**src/rtl/crotchet_sequencer_if.sv**
```systemverilog
// Control and status bundle between the crotchet sequencer and its host.
// The master drives the controls and frame ticks; the slave (the sequencer) drives the status.
interface crotchet_sequencer_if;
    logic       frame_tick;
    logic       start;
    logic       stop;
    logic       pause;
    logic       loop_en;
    logic [6:0] frame_len;
    logic [6:0] crotchet;
    logic [3:0] phrase;
    logic [2:0] beat;
    logic       crotchet_pulse;
    logic       playing;
    logic       done;

    modport master (
        output frame_tick, start, stop, pause, loop_en, frame_len,
        input  crotchet, phrase, beat, crotchet_pulse, playing, done
    );

    modport slave (
        input  frame_tick, start, stop, pause, loop_en, frame_len,
        output crotchet, phrase, beat, crotchet_pulse, playing, done
    );
endinterface

```
**src/rtl/crotchet_sequencer.sv**
```systemverilog
// Frame-locked crotchet scheduler: counts frame ticks and steps a {phrase, beat} index
// with start/stop/pause/loop control and a strobe on every index change.

// Elaboration-time legality checks on the sequencer geometry.
module crotchet_sequencer_param_chk #(
    parameter int NUM_PHRASES          = 13,
    parameter int CROTCHETS_PER_PHRASE = 8
);
    if ((NUM_PHRASES * CROTCHETS_PER_PHRASE) > 128) begin : g_len_err
        $error("crotchet_sequencer: NUM_PHRASES*CROTCHETS_PER_PHRASE exceeds 128");
    end
    if ((CROTCHETS_PER_PHRASE < 2) ||
        ((CROTCHETS_PER_PHRASE & (CROTCHETS_PER_PHRASE - 1)) != 0)) begin : g_pow2_err
        $error("crotchet_sequencer: CROTCHETS_PER_PHRASE must be a power of two");
    end
endmodule

module crotchet_sequencer #(
    parameter int NUM_PHRASES          = 13,
    parameter int CROTCHETS_PER_PHRASE = 8,
    parameter int FRAMES_PER_CROTCHET  = 52
) (
    input  logic                  clk,
    input  logic                  rst_n,
    crotchet_sequencer_if.slave   bus
);
    localparam int         BEAT_W    = $clog2(CROTCHETS_PER_PHRASE);
    localparam logic [6:0] LAST_IDX  = 7'(NUM_PHRASES * CROTCHETS_PER_PHRASE - 1);
    localparam logic [6:0] DEF_LEN   = 7'(FRAMES_PER_CROTCHET);

    typedef enum logic [1:0] {
        ST_IDLE  = 2'd0,
        ST_PLAY  = 2'd1,
        ST_PAUSE = 2'd2,
        ST_DONE  = 2'd3
    } state_t;

    crotchet_sequencer_param_chk #(
        .NUM_PHRASES          (NUM_PHRASES),
        .CROTCHETS_PER_PHRASE (CROTCHETS_PER_PHRASE)
    ) u_param_chk ();

    state_t     state_r, state_s;
    logic [6:0] cnt_r, cnt_s;
    logic [6:0] len_r, len_s;
    logic [6:0] crot_r, crot_s;
    logic       pulse_r, pulse_s;
    logic       playing_r, done_r;

    // State, counters and status flags; flags are registered from the next state.
    always_ff @(posedge clk or negedge rst_n) begin
        if (!rst_n) begin
            state_r   <= ST_IDLE;
            cnt_r     <= 7'd0;
            len_r     <= DEF_LEN;
            crot_r    <= 7'd0;
            pulse_r   <= 1'b0;
            playing_r <= 1'b0;
            done_r    <= 1'b0;
        end else begin
            state_r   <= state_s;
            cnt_r     <= cnt_s;
            len_r     <= len_s;
            crot_r    <= crot_s;
            pulse_r   <= pulse_s;
            playing_r <= (state_s == ST_PLAY) || (state_s == ST_PAUSE);
            done_r    <= (state_s == ST_DONE);
        end
    end

    // Next-state logic: stop beats start, start beats ticks and pause.
    always_comb begin
        state_s = state_r;
        cnt_s   = cnt_r;
        len_s   = len_r;
        crot_s  = crot_r;
        pulse_s = 1'b0;
        if (bus.stop) begin
            state_s = ST_IDLE;
            cnt_s   = 7'd0;
            crot_s  = 7'd0;
        end else if (bus.start) begin
            len_s   = (bus.frame_len == 7'd0) ? DEF_LEN : bus.frame_len;
            cnt_s   = 7'd0;
            crot_s  = 7'd0;
            pulse_s = 1'b1;
            state_s = bus.pause ? ST_PAUSE : ST_PLAY;
        end else begin
            case (state_r)
                ST_IDLE: begin
                    state_s = ST_IDLE;
                end
                ST_PLAY: begin
                    if (bus.pause) begin
                        state_s = ST_PAUSE;
                    end else if (bus.frame_tick) begin
                        if (cnt_r == (len_r - 7'd1)) begin
                            cnt_s = 7'd0;
                            // Power-of-two beats: a plain increment carries beat into phrase.
                            if (crot_r == LAST_IDX) begin
                                if (bus.loop_en) begin
                                    crot_s  = 7'd0;
                                    pulse_s = 1'b1;
                                end else begin
                                    state_s = ST_DONE;
                                end
                            end else begin
                                crot_s  = crot_r + 7'd1;
                                pulse_s = 1'b1;
                            end
                        end else begin
                            cnt_s = cnt_r + 7'd1;
                        end
                    end else begin
                        state_s = ST_PLAY;
                    end
                end
                ST_PAUSE: begin
                    if (!bus.pause) begin
                        state_s = ST_PLAY;
                    end else begin
                        state_s = ST_PAUSE;
                    end
                end
                ST_DONE: begin
                    state_s = ST_DONE;
                end
                default: begin
                    state_s = ST_IDLE;
                    cnt_s   = 7'd0;
                    crot_s  = 7'd0;
                end
            endcase
        end
    end

    assign bus.crotchet       = crot_r;
    assign bus.beat           = crot_r[BEAT_W-1:0];
    assign bus.phrase         = crot_r[6:BEAT_W];
    assign bus.crotchet_pulse = pulse_r;
    assign bus.playing        = playing_r;
    assign bus.done           = done_r;
endmodule

```
**src/flat_wrapper.sv**
```systemverilog
// flat-port wrapper written by rule: the top's interface ports become plain ports
module crotchet_sequencer_flat 
#(
    parameter int NUM_PHRASES          = 13,
    parameter int CROTCHETS_PER_PHRASE = 8,
    parameter int FRAMES_PER_CROTCHET  = 52
)
  (clk, rst_n, bus_frame_tick, bus_start, bus_stop, bus_pause, bus_loop_en, bus_frame_len, bus_crotchet, bus_phrase, bus_beat, bus_crotchet_pulse, bus_playing, bus_done);
  crotchet_sequencer_if bus_i ();
  input  logic clk;
  input  logic rst_n;
  input wire logic [$bits(bus_i.frame_tick)-1:0] bus_frame_tick;
  input wire logic [$bits(bus_i.start)-1:0] bus_start;
  input wire logic [$bits(bus_i.stop)-1:0] bus_stop;
  input wire logic [$bits(bus_i.pause)-1:0] bus_pause;
  input wire logic [$bits(bus_i.loop_en)-1:0] bus_loop_en;
  input wire logic [$bits(bus_i.frame_len)-1:0] bus_frame_len;
  output wire logic [$bits(bus_i.crotchet)-1:0] bus_crotchet;
  output wire logic [$bits(bus_i.phrase)-1:0] bus_phrase;
  output wire logic [$bits(bus_i.beat)-1:0] bus_beat;
  output wire logic [$bits(bus_i.crotchet_pulse)-1:0] bus_crotchet_pulse;
  output wire logic [$bits(bus_i.playing)-1:0] bus_playing;
  output wire logic [$bits(bus_i.done)-1:0] bus_done;
  assign bus_i.frame_tick = bus_frame_tick;
  assign bus_i.start = bus_start;
  assign bus_i.stop = bus_stop;
  assign bus_i.pause = bus_pause;
  assign bus_i.loop_en = bus_loop_en;
  assign bus_i.frame_len = bus_frame_len;
  assign bus_crotchet = bus_i.crotchet;
  assign bus_phrase = bus_i.phrase;
  assign bus_beat = bus_i.beat;
  assign bus_crotchet_pulse = bus_i.crotchet_pulse;
  assign bus_playing = bus_i.playing;
  assign bus_done = bus_i.done;
  crotchet_sequencer #(.NUM_PHRASES(NUM_PHRASES), .CROTCHETS_PER_PHRASE(CROTCHETS_PER_PHRASE), .FRAMES_PER_CROTCHET(FRAMES_PER_CROTCHET)) u_core (.clk(clk), .rst_n(rst_n), .bus(bus_i));
endmodule
```
**config.mk**
```make
export PLATFORM = sky130hd
export DESIGN_NAME = crotchet_sequencer_flat
export DESIGN_NICKNAME = d
export VERILOG_FILES = /design/src/rtl/crotchet_sequencer_if.sv /design/src/rtl/crotchet_sequencer.sv /design/src/flat_wrapper.sv
export SDC_FILE = /design/constraint.sdc
export NUM_CORES = 1
export LEC_CHECK = 0
export CAP_MARGIN = 20
export CORE_UTILIZATION = 40
export CTS_BUF_LIST = sky130_fd_sc_hd__clkbuf_8 sky130_fd_sc_hd__clkbuf_16
export DETAILED_ROUTE_END_ITERATION = 7
export GPL_TIMING_DRIVEN = 0
export PLACE_DENSITY = 0.71
export SLEW_MARGIN = 0
export SYNTH_ARGS = -nofsm -noshare
export SYNTH_HDL_FRONTEND = slang
export SYNTH_HIERARCHICAL = 1
export SYNTH_SLANG_ARGS = --single-unit
```
**constraint.sdc**
```tcl
create_clock -name clk -period 2.6 [get_ports clk]
set_input_delay 0.39 -clock clk [delete_from_list [all_inputs] [get_ports clk]]
set_output_delay 0.39 -clock clk [all_outputs]
set_load 0.02 [all_outputs]
```
# After elaboration in Yosys (flattened, before gate mapping)
# Cells that the tools add are included.
# word_totals
in_bits	14
reg_bits	26
out_inout_bits	17
word_cells	62
# classes
reduce_logical	9
n_mux	32
bitwise	1
addsub	3
n_eq_ne	10
# ops
op	count
two-way mux 7 bit	15
two-way mux 2 bit	8
adder 7 x 1 -> 7 bit, second input constant	2
nonzero test 3 bit	3
equality test 2 bit, second input constant	4
two-way mux 1 bit	8
one-hot mux 2 bit (4 select lines)	1
equality test 7 bit	1
equality test 7 bit, second input constant	1
zero test 7 bit	1
subtractor 7 x 1 -> 7 bit, second input constant	1
AND reduction 5 bit	1
equality test 2 x 1 -> 1 bit, second input constant	2
!= test 4 bit, second input constant	1
!= test 3 bit, second input constant	1
AND reduction 3 bit	1
zero test 2 bit	1
AND reduction 2 bit	1
logical OR 1 bit	1
NOT 1 bit	1

# Longest topological paths before layout
# logic_depth
ltp_word	10
ltp_mapped	10
mapped_depth_nobuf	9

# Worst setup path after synthesis
# No wires, ideal clock.
# synth_path
kind	register -> register
from	reg u_core.len_r[0]
to	reg u_core.playing_r (netlist: u_core/bus.playing)
t_arrival_ns	2.366
setup_time_ns	0.126
setup_slack_ns	0.108
synth_period_minus_slack_ns	2.492
t_required_ns	2.474
stages_incl_launch_ff	11
path_buffers	1
path_cell_list	dfrtp_1 inv_1 ha_1 xnor3_1 nand4_1 a31oi_4 o21a_1 buf_6 a31oi_1 o32ai_1 ha_1
# synth_via
elab_chain_len	10
elab_cells_between_ends	11
classes_between	1 x add/sub; 3 x eq/ne; 6 x mux; 1 x reduce/logical
# synth_lines
item	line	rtl
start: declaration	crotchet_sequencer.sv:45	logic [6:0] len_r, len_s;
start signal: assignment	crotchet_sequencer.sv:63	len_r <= len_s;
subtractor 7 x 1 -> 7 bit (*)	crotchet_sequencer.sv:97	if (cnt_r == (len_r - 7'd1)) begin
equality test 7 bit (*)	crotchet_sequencer.sv:97	
two-way mux 2 bit (*)	crotchet_sequencer.sv:97	
two-way mux 2 bit (*)	crotchet_sequencer.sv:96	end else if (bus.frame_tick) begin
two-way mux 2 bit (*)	crotchet_sequencer.sv:94	if (bus.pause) begin
one-hot mux 2 bit (4 select lines) (*)	crotchet_sequencer.sv:89	case (state_r)
two-way mux 2 bit (*)	crotchet_sequencer.sv:82	end else if (bus.start) begin
two-way mux 2 bit (*)	crotchet_sequencer.sv:78	if (bus.stop) begin
named net u_core.state_s[1]	crotchet_sequencer.sv:43	state_t state_r, state_s;
equality test 2 x 1 -> 1 bit or equality test 2 bit (tied branches)	crotchet_sequencer.sv:66	playing_r <= (state_s == ST_PLAY) || (state_s == ST_PAUSE);
logical OR 1 bit (*)	crotchet_sequencer.sv:66	
end signal: assignment	crotchet_sequencer.sv:66	
end: declaration	crotchet_sequencer.sv:48	logic playing_r, done_r;
# The timed path passes the listed nets; every way through them passes the cells marked *.
# A chain may end at the register's enable or synchronous reset.

# Worst setup path in the final report
# Same ends and word-level chain as after synthesis.

==> results.yml <==
floorplan:
  die_area_sq_mm: 0.00445
  row_count: 23
  core_area_sq_mm: 0.00400
  die_height_um: 66.7
  pin_count: 31
  initial_core_util_pct: 41.9
  die_w_um: 66.7
synth:
  yosysUniqueCellTypes: 57
  syn_avg_cell_area_sq_um: 10.2
  synth-seq-area-share_pct: 39.1
  yosysWarnings: 6
  ys_async_sr_fraction_pct: 100
  syn_nets: 183
  synth-edff-count: 0
  synth_top_area_cell: "dfrtp_1"
  synthCells: 165
  synth_top_flop_cell: "dfrtp_1"
  synth-seq-cells: 26
  netlist_top_cells_area: "dfrtp_1 (34%), dfstp_2 (4.7%), buf_4 (3.6%)"
  syn_area_sq_mm: 0.00168
  synth_top_cell_area_share_pct: 34.4
cts:
  cts_tree: "done"
  cts.clk_slew.worst_paths_ns: 0.09
  clk_latency_ns: 0.27
  cts_buffers: 3
  htree_levels: 1
  clock_sinks: 26
  clk_path_buf_depth: 2
  hold_buffers: 0
  cts_root_buffer: "clkbuf_8"
placed_design:
  place_congestion: 0.766
  dp_hpwl_mm: 2.69
  pre_cts_ws_ns: -0.193
  placed_area_sq_mm: 0.00204
  port-buffer-count: 29
  dp_cells: 245
route:
  dr_total_vias: 1416
  wl_per_cell_um: 13.9
  drt_wl_total_mm: 3.59
  ant_nets: 0
  drt-vias-per-instance: 5.47
  first_pass_iters: 4
  remaining_drc_errors: 0
  drt_iter0_markers: 45
global_route:
  grt_use_total_pct: 18.2
  grt_start_max_net_pins: 16
  grt_pass1_vias: 1276
  grt_pass1_wl_mm: 6.04
  antenna_found_initial: 0
  grt-ovfl-total: 0
critical_path:
  crit_type: "flip-flop to flip-flop"
  critPathLaunchType: "flip-flop"
  r2r_slack_ns: 0.24
  cp.arrival_ns: 2.53
  critPathRequiredTime_ns: 2.77
  worst-r2r-cell-count: 10
  worstReg2RegEnd: "u_core/bus.playing"
  path_max_fanout: 7
  critical_path.endpoint_type: "flip-flop"
  timing.rr.start: "u_core/len_r[0]"
sta:
  rsz0062_at_grt: "no"
  worstMarginPinSlew_ns: 0.745
  period_share_pct: 90.9
  finalMaxSlewViolations: 0
  layout_setup_ws_ns: 0.236
  fmax_ghz: 0.423
  whs_ns: 0.464
  final_period_minus_worst_setup_slack_ns: 2.36
  max_slew_margin_pct: 49.9
  finClkSkew_ns: 0.00177
  setup-violations-final: 0
  finalHoldViolCount: 0
final_layout:
  final_nets: 228
  fin_area_sq_mm: 0.00221
  num_antenna_cells: 0
  drive_gt1_share_pct: 23.4
  syn2layout_area_growth_pct: 31.7
  final_cells: 259
power_and_ir_drop:
  p_leak_nw: 0.926
  ir_drop_mv: 0.429
  powerDensity_mw_per_mm2: 447
min_path:
  holdPathEnd: "u_core/bus.crotchet_pulse"
  hold_depth: 2
  hp-class: "input port to flip-flop"
  hp-start: "bus_stop"
outcome:
  outcome: "finished clean"
flow_run:
  max_cap_violations: 0
cell type report:
type / instances / area (sq um)
clock buffers: 3 / 41.3
multi-input cells: 124 / 943
plain buffers: 12 / 82.6
repair buffers: 40 / 380
clock inverters: 1 / 30.0
flip-flops and latches: 26 / 656
inverters: 3 / 11.3
well taps: 50 / 62.6
fillers: 356 / 1790
registers in the layout (all words and copies together), names as in the netlist:
register,count
u_core/bus.done,1
u_core/cnt_r,7
u_core/bus.crotchet_pulse,1
u_core/len_r,7
u_core/bus.crotchet,7
u_core/bus.playing,1
u_core/state_r,2
per-stage QoR:
stage	utilization, %	power (mW)	TNS, ns
floorplan	-	0.568	0
global placement	50.7	0.624	-0.162
detailed placement	51.1	0.631	-0.247
CTS	53.6	0.978	0
global route	55.2	1.03	0
finish	55.2	0.986	0
cells in the mapped netlist, drive strengths merged, types with 2 or more instances:
library cell   n
dfrtp         23
nand2         14
nor2          13
buf            9
nor3           9
nand3          6
a21oi          5
or3            5
xor2           5
a31oi          4
ha             4
xnor2          4
a31o           3
clkbuf         3
dfstp          3
inv            3
nand2b         3
nor2b          3
nor4           3
o211ai         3
o21ai          3
o22a           3
a211o          2
a221o          2
a22o           2
mux2           2
nand3b         2
nand4          2
nor3b          2
o2111ai        2
o31ai          2
or2            2
xnor3          2
cell usage in the layout, fill, tap and decap left out, types with 3 or more instances in the layout:
master and instances:
o21ai_0 3, nor2_1 12, clkbuf_1 3, dfrtp_1 22
nor3_1 6, nand3_1 6, buf_4 18, inv_1 3
a31oi_1 3, xor2_1 4, clkbuf_8 3, nor2b_1 3
clkdlybuf4s50_1 29, dfstp_2 3, or3_1 5, ha_1 3
o22a_1 3, nand2_1 14, a21oi_1 5, xnor2_1 4
nand2b_1 3
routing by layer:
metal,vias up,track usage (%),part of all wire (%)
li1,694,-,-
met5,-,0,0
met1,698,25.3,48
met4,0,6.38,1.4
met2,19,28.7,48
met3,5,2.57,2.1
repair_timing:
item	in CTS	in global routing
hold endpoints to repair	0	0
setup buffers	2	8
cloned	0	0
pin swaps	2	5
setup endpoints to repair	2	2
resized for setup	2	2
logic make-up (layout without fill, tap and decap cells):
logic type	count (synthesis)	count (layout)	synth area share (%)
and+or+nand+nor	69	69	24.3
AOI/OAI and AO/OA	37	37	18.3
DFF	26	26	39.1
buffers and inverters	15	59	5.60
xor gates and xnor gates	11	11	7.84
adders and majority gates	4	4	2.99
muxes	3	3	1.94
worst max-delay path, stage by stage, from the launching register on:
cell	delay, ns
dfrtp_2	0.39
inv_1	0.06
ha_2	0.21
o21bai_1	0.16
a211o_2	0.35
a31oi_4	0.15
o21a_1	0.15
buf_6	0.12
a31oi_1	0.08
o32ai_2	0.32
ha_1	0.27
power by group:
group / internal [mW] / switching, mW / leakage, nW
Sequential: 0.430 / 0.0257 / 0.340
Combinational: 0.0995 / 0.0896 / 0.550
Clock: 0.206 / 0.136 / 0.0357
Total: 0.735 / 0.251 / 0.926
how the worst max path moves through the flow:
stage	from	end	slack, ns	cells after the start
CTS	u_core/len_r[0]	u_core/bus.playing	0.02	10
global route	u_core/len_r[0]	u_core/bus.playing	0.07	10
floorplan	u_core/len_r[0]	u_core/bus.playing	0.11	10
detailed placement	u_core/len_r[0]	u_core/bus.playing	-0.19	10
global placement	u_core/len_r[0]	u_core/bus.playing	-0.15	10
finish	u_core/len_r[0]	u_core/bus.playing	0.24	10
Note: power is estimated with default switching activity, not from simulation.
